### src/rtl/mmio_pkg.sv
// Shared definitions for the MMIO host port.
// Holds the register window layout, the STATUS field positions, the default
// window base and a helper that packs the STATUS word.
package mmio_pkg;

  // Default word-aligned base of the 3-register window.
  localparam logic [31:0] BASE_ADR_DEFAULT = 32'h0000_0100;

  // Byte offsets of the registers inside the window.
  localparam logic [31:0] TXDATA_OFF = 32'h0000_0000;
  localparam logic [31:0] STATUS_OFF = 32'h0000_0004;
  localparam logic [31:0] HALT_OFF   = 32'h0000_0008;

  // STATUS layout: {26'b0, overflow, count[4:0]}.
  localparam int unsigned STATUS_CNT_W   = 5;
  localparam int unsigned STATUS_OVF_BIT = 5;

  typedef enum logic [1:0] {
    RegTxData,
    RegStatus,
    RegHalt,
    RegNone
  } reg_sel_e;

  function automatic logic [31:0] status_word(input logic ovf,
                                              input logic [STATUS_CNT_W-1:0] cnt);
    logic [31:0] w;
    w = '0;
    w[STATUS_CNT_W-1:0] = cnt;
    w[STATUS_OVF_BIT]   = ovf;
    return w;
  endfunction

endpackage

### src/rtl/sync_fifo.sv
// Synchronous single-clock FIFO.
// Ports:
//   clk, reset      - rising-edge clock, synchronous active-high reset
//   push, wdata     - enqueue request and data
//   pop             - dequeue request for the head entry
//   rdata           - head entry (don't-care while empty)
//   count           - number of stored entries
//   full, empty     - occupancy flags
// Pointers carry one extra wrap bit so full and empty are distinguishable.
// A push while full is accepted only when a pop frees a slot in the same cycle.
module sync_fifo #(
  parameter int unsigned WIDTH = 32,
  parameter int unsigned DEPTH = 4
) (
  input  logic                     clk,
  input  logic                     reset,
  input  logic                     push,
  input  logic                     pop,
  input  logic [WIDTH-1:0]         wdata,
  output logic [WIDTH-1:0]         rdata,
  output logic [$clog2(DEPTH):0]   count,
  output logic                     full,
  output logic                     empty
);

  localparam int unsigned Aw = $clog2(DEPTH);

  logic [WIDTH-1:0] mem_q [DEPTH];
  logic [Aw:0]      wr_ptr_q, wr_ptr_d;
  logic [Aw:0]      rd_ptr_q, rd_ptr_d;
  logic             do_push, do_pop;

  always_comb begin
    count   = wr_ptr_q - rd_ptr_q;
    full    = (count == (Aw + 1)'(DEPTH));
    empty   = (count == '0);
    do_pop  = pop & ~empty;
    do_push = push & (~full | do_pop);
    wr_ptr_d = wr_ptr_q + {{Aw{1'b0}}, do_push};
    rd_ptr_d = rd_ptr_q + {{Aw{1'b0}}, do_pop};
  end

  always_ff @(posedge clk) begin
    if (reset) begin
      wr_ptr_q <= '0;
      rd_ptr_q <= '0;
    end else begin
      wr_ptr_q <= wr_ptr_d;
      rd_ptr_q <= rd_ptr_d;
    end
  end

  // Storage needs no reset; pointers alone define what is valid.
  always_ff @(posedge clk) begin
    if (do_push && !reset) begin
      mem_q[wr_ptr_q[Aw-1:0]] <= wdata;
    end
  end

  assign rdata = mem_q[rd_ptr_q[Aw-1:0]];

endmodule

### src/rtl/mmio_host_port.sv
// Memory-mapped host port on the CPU data bus.
// Ports:
//   clk, reset          - rising-edge clock, synchronous active-high reset
//   MemWrite, DataAdr,
//   WriteData           - CPU store strobe, address and data
//   Hit, ReadData       - window hit and load data (combinational, 0 on miss)
//   HostValid, HostData,
//   HostReady           - valid/ready stream of words stored to TXDATA
//   Done, ExitCode      - sticky halt flag and last value stored to HALT
// Window: TXDATA (push), STATUS ({overflow, count}, store clears overflow),
// HALT (sets Done, latches ExitCode). DataAdr[1:0] is ignored.
module mmio_host_port
  import mmio_pkg::*;
#(
  parameter logic [31:0]  BASE_ADR = BASE_ADR_DEFAULT,
  parameter int unsigned  DEPTH    = 4
) (
  input  logic        clk,
  input  logic        reset,
  input  logic        MemWrite,
  input  logic [31:0] DataAdr,
  input  logic [31:0] WriteData,
  output logic        Hit,
  output logic [31:0] ReadData,
  output logic        HostValid,
  output logic [31:0] HostData,
  input  logic        HostReady,
  output logic        Done,
  output logic [31:0] ExitCode
);

  localparam int unsigned CntW = $clog2(DEPTH) + 1;

  reg_sel_e        sel;
  logic [29:0]     word_off;
  logic            wr_tx, wr_status, wr_halt;
  logic            pop;
  logic [CntW-1:0] count;
  logic            full, empty;
  logic            ovf_q, ovf_d;
  logic            done_q, done_d;
  logic [31:0]     exit_q, exit_d;
  logic            unused_adr;

  assign unused_adr = ^DataAdr[1:0];

  // Word offset from the base; out-of-window addresses fall through to RegNone.
  always_comb begin
    word_off = DataAdr[31:2] - BASE_ADR[31:2];
    if (word_off == TXDATA_OFF[31:2]) begin
      sel = RegTxData;
    end else if (word_off == STATUS_OFF[31:2]) begin
      sel = RegStatus;
    end else if (word_off == HALT_OFF[31:2]) begin
      sel = RegHalt;
    end else begin
      sel = RegNone;
    end
  end

  assign Hit       = (sel != RegNone);
  assign wr_tx     = MemWrite & (sel == RegTxData);
  assign wr_status = MemWrite & (sel == RegStatus);
  assign wr_halt   = MemWrite & (sel == RegHalt);
  assign pop       = HostValid & HostReady;

  sync_fifo #(
    .WIDTH(32),
    .DEPTH(DEPTH)
  ) u_fifo (
    .clk  (clk),
    .reset(reset),
    .push (wr_tx),
    .pop  (pop),
    .wdata(WriteData),
    .rdata(HostData),
    .count(count),
    .full (full),
    .empty(empty)
  );

  assign HostValid = ~empty;

  always_comb begin
    ovf_d  = ovf_q;
    done_d = done_q;
    exit_d = exit_q;
    if (wr_status) begin
      ovf_d = 1'b0;
    end else if (wr_tx && full && !pop) begin
      // Dropped word: no slot frees up this cycle.
      ovf_d = 1'b1;
    end
    if (wr_halt) begin
      done_d = 1'b1;
      exit_d = WriteData;
    end
  end

  always_ff @(posedge clk) begin
    if (reset) begin
      ovf_q  <= 1'b0;
      done_q <= 1'b0;
      exit_q <= '0;
    end else begin
      ovf_q  <= ovf_d;
      done_q <= done_d;
      exit_q <= exit_d;
    end
  end

  always_comb begin
    unique case (sel)
      RegTxData: ReadData = '0;
      RegStatus: ReadData = status_word(ovf_q, STATUS_CNT_W'(count));
      RegHalt:   ReadData = exit_q;
      default:   ReadData = '0;
    endcase
  end

  assign Done     = done_q;
  assign ExitCode = exit_q;

endmodule

### config.mk
export PLATFORM = sky130hd
export DESIGN_NAME = mmio_host_port
export DESIGN_NICKNAME = d
export VERILOG_FILES = /design/src/rtl/mmio_pkg.sv /design/src/rtl/sync_fifo.sv /design/src/rtl/mmio_host_port.sv
export SDC_FILE = /design/constraint.sdc
export NUM_CORES = 1
export LEC_CHECK = 0
export ABC_AREA = 0
export ABC_CLOCK_PERIOD_IN_PS = 14400
export CAP_MARGIN = 5
export CORE_AREA = 4 4 132 134
export DETAILED_ROUTE_END_ITERATION = 16
export DIE_AREA = 0 0 136 138
export GPL_ROUTABILITY_DRIVEN = 1
export PLACE_DENSITY = 0.68
export SLEW_MARGIN = 20
export SYNTH_ARGS = -nofsm -noshare
export SYNTH_HDL_FRONTEND = slang
export SYNTH_SLANG_ARGS = --single-unit
### constraint.sdc
create_clock -name clk -period 14.4 [get_ports clk]
set_input_delay 1.44 -clock clk [delete_from_list [all_inputs] [get_ports clk]]
set_output_delay 1.44 -clock clk [all_outputs]
set_load 0.02 [all_outputs]
==> results of run 1 <==
worst paths after layout:
| check | start | end | slack, ns |
|---|---|---|---|
| worst max-delay path | DataAdr[18] | ReadData[0] | 8.57 |
| worst min-delay path | ExitCode[24]$_SDFFE_PP0P_ | ExitCode[24]$_SDFFE_PP0P_ | 0.46 |
| worst max register to register | u_fifo.rd_ptr_q[1]$_SDFF_PP0_ | u_fifo.mem_q[3][25]$_DFFE_PP_ | 11.56 |
| worst min register to register | ExitCode[24]$_SDFFE_PP0P_ | ExitCode[24]$_SDFFE_PP0P_ | 0.46 |
through the flow:
step	total power (µW)	setup WS [ns]	hold slack, ns	instance area, µm²	instances
after global placement	556	8.61	0.450	8480	788
after global routing	1030	8.36	0.489	9070	820
after CTS	1010	8.53	0.465	9070	820
final	994	8.57	0.461	9070	821
after detailed placement	557	8.56	0.456	8480	788
after floorplan	533	8.25	0.441	6530	409
critical path, delay by kind of cell:
| family | cells | cell delay (ns) |
|---|---|---|
| AND/OR/NAND/NOR | 4 | 0.95 |
| adder cells (fa/ha/maj) | 1 | 0.26 |
| AO/OA/AOI/OAI | 1 | 0.28 |
| buffers and inverters | 3 | 1.45 |
area by class of cell:
type | instances | area [µm²]
Antenna cell | 1 | 2.50
Clock buffer | 19 | 433
Clock inverter | 13 | 155
Fill cell | 1297 | 7220
Inverter | 4 | 15.0
Multi-Input combinational cell | 215 | 1780
Sequential cell | 168 | 4650
Tap cell | 220 | 275
Timing Repair Buffer | 181 | 1760
per-layer routing:
layer	up-vias	track usage [%]	share of wire, %
li1	1888	-	-
met1	1990	19.5	40
met2	141	28.2	52
met3	19	4.58	6.2
met4	0	6.74	1.9
met5	-	0	0
state kept, by name (all words and copies together), names as in the netlist:
name	count
u_fifo.wr_ptr_q	3
u_fifo.rd_ptr_q	3
Done	1
ExitCode	32
u_fifo.mem_q	128
ovf_q	1
logic make-up after synthesis:
family,after synthesis
mux,32
flops,168
xor+xnor,3
buf+inv,26
simple gates,131
compound gates,39
fa+ha+maj,10
power breakdown:
part | switching (µW) | internal, µW | total (µW)
Sequential | 0.0000000980 | 520 | 520
Clock | 177 | 271 | 448
Combinational | 10.1 | 16.1 | 26.2
Total | 187 | 807 | 994
cell usage after synthesis (3+ instances only):
master    number  area share, %
edfxtp_1     128             59
nand2_1       69            4.0
dfxtp_1       40             12
a21oi_1       33            2.5
mux4_2        32             11
and2_1        30            2.9
nor4_1        10           0.96
buf_2          9           0.69
clkbuf_1       9           0.52
ha_1           9            1.7
nor2b_1        5           0.48
inv_1          4           0.23
nor2_1         4           0.23
buf_6          3           0.52
nand3_1        3           0.23
==> reports/results.ini, run 1 <==
[pwr]
irDropWorstVdd_mv=0.0862
p_leak_uw=0.00292
p_per_area_mw_per_mm2=110

[clocking]
cts_resized=0
clk_pin_slew_ns=0.06
cts-hold-fix-buffers=0
cts_num_sinks=168
cts_tree=yes
post_cts.repair.setup_buffers=0
clockBufferDepth=2
insertion_delay_ns=0.42
cts_root_buf=clkbuf_16
htree_levels=4
cts_buffers=17

[finish]
final_core_utilization_pct=55.7
area_growth_syn_to_layout_pct=38.9
drive_above_1_share_pct=14.5
final_cell_mix=clkdlybuf4s50_1, edfxtp_1, nand2_1
final_common_cell=clkdlybuf4s50_1
nets=665

[worst_setup_path]
slowest_delay_ns=0.67
critPathCaptureType=output pin
start_kind=input pin
reg2reg_depth=5
crit_top_cell=clkdlybuf4s50_1
path_cells=clkdlybuf4s50_1 > nor4b_1 > nand4_1 > nor3_1 > ha_1 > buf_4 > nand2_1 > a21boi_0 > clkdlybuf4s50_1
path_max_fanout=32
cp.arrival_ns=4.39
crit_type=input pin to output pin
crit_slowest_cell=clkdlybuf4s50_1
cp_data_required_time_ns=12.96

[synth]
synth_compound_gate_area_share_pct=3.35
synth_top_family_by_area=multiplexers
post_synth_num_cell_types=31
synth-simple-area-share_pct=9.78
synth-adder-area-share_pct=2.03
ys_ff_latch=168
synth-seq-area-share_pct=71.2
syn-cell-area_mm2=0.00653
synth_ff_type=edfxtp_1
synth_edf_count=128
async_reset_ff_share_pct=0
syn_nets=487
ys_warn_count=0
postSynthAreaPerCell_um2=16.0
synth_xor_area_share_pct=0.633
synth_mux_area_share_pct=11.0
synthCells=409

[min_path]
hold_path.class=flip-flop to flip-flop
min_path_cells=2

[sta]
relSlewSlack_pct=34.9
period_minus_slack_ns=5.83
setup_viol=0
fin_skew_ns=0.00573
rsz0062_at_grt=no
fin_tns_setup_ns=0
fin_crit_sh_pct=40.5
worstMarginPinSlew_ns=0.976
max_freq_ghz=0.171
slew_viol_final=0
finalHoldViolations=0

[die]
rows=47
start_util_pct=40.1
die_h_um=138
ios=167
coreArea_mm2=0.0163
die_x_um=136
dieArea_mm2=0.0188

[placement]
hpwlAfterDp_mm=9.91
numPortBuffers=164
place_congestion=0.789

[routing]
dr.pass1.iters=4
drc=0
dr.first_iter.drc_count=183
wirelength_mm=14.9
wl_per_cell_um=18.2
vias=4038
viasPerCell=4.92
ant_nets=0

[global_route]
grt.overflow.total=0
grt_pass1_wl_mm=23.3
antenna_found_initial=0
grt_start_max_net_pins=45
groute.usage.overall_pct=16.5
grt_pass1_vias=4308

[run_status]
outcome=finished, final reports clean

[job]
cap_violations=0

No activity file was read; power rests on OpenSTA's default activity.
==> run 2: changes to the inputs <==
--- a/config.mk
+++ b/config.mk
@@ -6,7 +6,7 @@
 export NUM_CORES = 1
 export LEC_CHECK = 0
 export ABC_AREA = 0
-export ABC_CLOCK_PERIOD_IN_PS = 14400
+export ABC_CLOCK_PERIOD_IN_PS = 6100
 export CAP_MARGIN = 5
 export CORE_AREA = 4 4 132 134
 export DETAILED_ROUTE_END_ITERATION = 16
==> constraint.sdc (replaced) <==
create_clock -name clk -period 6.1 [get_ports clk]
set_input_delay 0.61 -clock clk [delete_from_list [all_inputs] [get_ports clk]]
set_output_delay 0.61 -clock clk [all_outputs]
set_load 0.02 [all_outputs]
==> reports/results.ini, run 2 (synthesis gave the netlist of run 1 again) <==
[run_status]
outcome=finished, final reports clean

[worst_setup_path]
cp_data_required_time_ns=5.49  ; -7.47 ns
cp.arrival_ns=3.76  ; -0.63 ns
path_max_fanout=20  ; -38%
rr_startpoint=u_fifo.rd_ptr_q[1]$_SDFF_PP0_
cp-startpoint=DataAdr[18]
critPathCaptureType=output pin
start_kind=input pin
reg2reg_depth=5  ; unchanged
rr_endpoint=u_fifo.mem_q[3][31]$_DFFE_PP_
worst-r2r-setup-slack_ns=3.32  ; -8.24 ns
crit_type=input pin to output pin
cp-endpoint=ReadData[5]

[finish]
final_core_utilization_pct=56.0  ; +0.38 points
drive_above_1_share_pct=15.2  ; +0.67 points
finalInstanceArea_mm2=0.00913  ; +0.68%
stdcell_count=820  ; -0.12%
largest_register_ff_count=128  ; unchanged
final_cell_mix=clkdlybuf4s50_1, edfxtp_1, nand2_1
area_growth_syn_to_layout_pct=39.9
num_antenna_cells=0  ; -1
nets=665  ; unchanged
final_common_cell=clkdlybuf4s50_1

[global_route]
grt_pass1_wl_mm=23.4  ; +0.36%
antenna_found_initial=0  ; unchanged
groute.usage.overall_pct=16.5  ; +0.063 points
grt.overflow.total=0  ; unchanged
grt_start_max_net_pins=45  ; unchanged
grt_pass1_vias=4261  ; -1.1%

[die]
die_x_um=136  ; unchanged
coreArea_mm2=0.0163  ; unchanged
rows=47  ; unchanged
ios=167  ; unchanged
start_util_pct=40.1  ; unchanged
dieArea_mm2=0.0188  ; unchanged
die_h_um=138  ; unchanged

[routing]
viasPerCell=4.85  ; -1.4%
wirelength_mm=14.8  ; -0.59%
dr.pass1.iters=4  ; unchanged
drc=0  ; unchanged
vias=3975  ; -1.6%
dr.first_iter.drc_count=140  ; -23%
wl_per_cell_um=18.1  ; -0.47%
ant_nets=0  ; unchanged

[pwr]
total_power_uw=2450  ; +150%
p_per_area_mw_per_mm2=268  ; +140%
p_leak_uw=0.00296  ; +1.2%
irDropWorstVdd_mv=0.209  ; +140%

[clocking]
cts_buffers=17  ; unchanged
clockBufferDepth=2  ; unchanged
cts_num_sinks=168  ; unchanged
htree_levels=4  ; unchanged
cts_tree=yes
insertion_delay_ns=0.42  ; about the same
clk_pin_slew_ns=0.06  ; about the same
post_cts.repair.setup_buffers=0  ; unchanged
cts-hold-fix-buffers=0  ; unchanged
cts_root_buf=clkbuf_16
cts_resized=0  ; unchanged

[placement]
numPortBuffers=164  ; unchanged
placedCellCount=788  ; unchanged
hpwlAfterDp_mm=10.2  ; +2.7%
place_congestion=0.779  ; -1.2%
placed_cell_area_mm2=0.00848  ; unchanged

[job]
cap_violations=0  ; unchanged

[min_path]
min-delay-start=ExitCode[4]$_SDFFE_PP0P_
hold_path.class=flip-flop to flip-flop

[sta]
max_freq_ghz=0.229
fin_crit_sh_pct=71.6
slew_viol_final=0  ; unchanged
rsz0062_at_grt=no
fin_skew_ns=0.00530  ; -0.000431 ns
fin_tns_setup_ns=0  ; unchanged
setup_viol=0  ; unchanged
finalHoldViolations=0  ; unchanged
relSlewSlack_pct=36.3  ; +1.3 points
period_minus_slack_ns=4.37
worstMarginPinSlew_ns=0.956  ; -0.0202 ns

-- run 2: cell count changes in the layout (fill, tap and decap cells not counted), sizes merged --
| cell | before | now |
|---|---|---|
| bufinv | 3 | 5 |
| clkbuf | 19 | 17 |
| clkinvlp | 4 | 3 |
| diode | 1 | 0 |
| inv | 4 | 5 |
-- run 2: metrics by stage --
stage | setup slack [ns] | hold WS, ns
floorplan | 0.784 | 0.441
global placement | 1.68 | 0.450
detailed placement | 1.70 | 0.461
CTS | 1.67 | 0.469
global route | 1.32 | 0.487
finish | 1.73 | 0.466
-- run 2: where the power goes --
| part | total, µW | internal [µW] | switching (µW) |
|---|---|---|---|
| clock | 1160 | 728 | 428 |
| sequential | 1230 | 1230 | 0.000000221 |
| combinational | 62.7 | 38.0 | 24.7 |
-- run 2: worst min-delay path by stage --
stage	end	slack, ns	cells after the start
detailed placement	ExitCode[11]$_SDFFE_PP0P_	0.46	2
global placement	ExitCode[24]$_SDFFE_PP0P_	0.45	2
floorplan	ovf_q$_SDFFE_PP0P_	0.44	1
finish	ExitCode[4]$_SDFFE_PP0P_	0.47	2
CTS	ExitCode[25]$_SDFFE_PP0P_	0.47	2
global route	ExitCode[23]$_SDFFE_PP0P_	0.49	2
-- run 2: per-layer routing --
layer / wire length, µm / vias up / track usage (%)
li1: - / 1882 / -
met1: 5990 / 1952 / 19.5
met2: 7620 / 130 / 28.5
met3: 1060 / 11 / 5.60
met4: 142 / 0 / 4.93
met5: 0 / - / 0
-- run 2: cell type report --
type / instances / area (µm²)
Clock buffer: 17 / 425
Multi-Input combinational cell: 215 / 1780
Timing Repair Buffer: 181 / 1760
Inverter: 4 / 15.0
Clock inverter: 15 / 226
Fill cell: 1295 / 7160
Sequential cell: 168 / 4650
Tap cell: 220 / 275
-- run 2: worst max-delay path, cell delays in order --
cell             delay [ns]
clkdlybuf4s50_1        0.42
nor4b_1                0.29
nand4_1                0.20
nor3_1                 0.31
ha_1                   0.66
buf_4                  0.34
a22oi_1                0.12
nor2b_1                0.17
clkdlybuf4s50_1        0.63
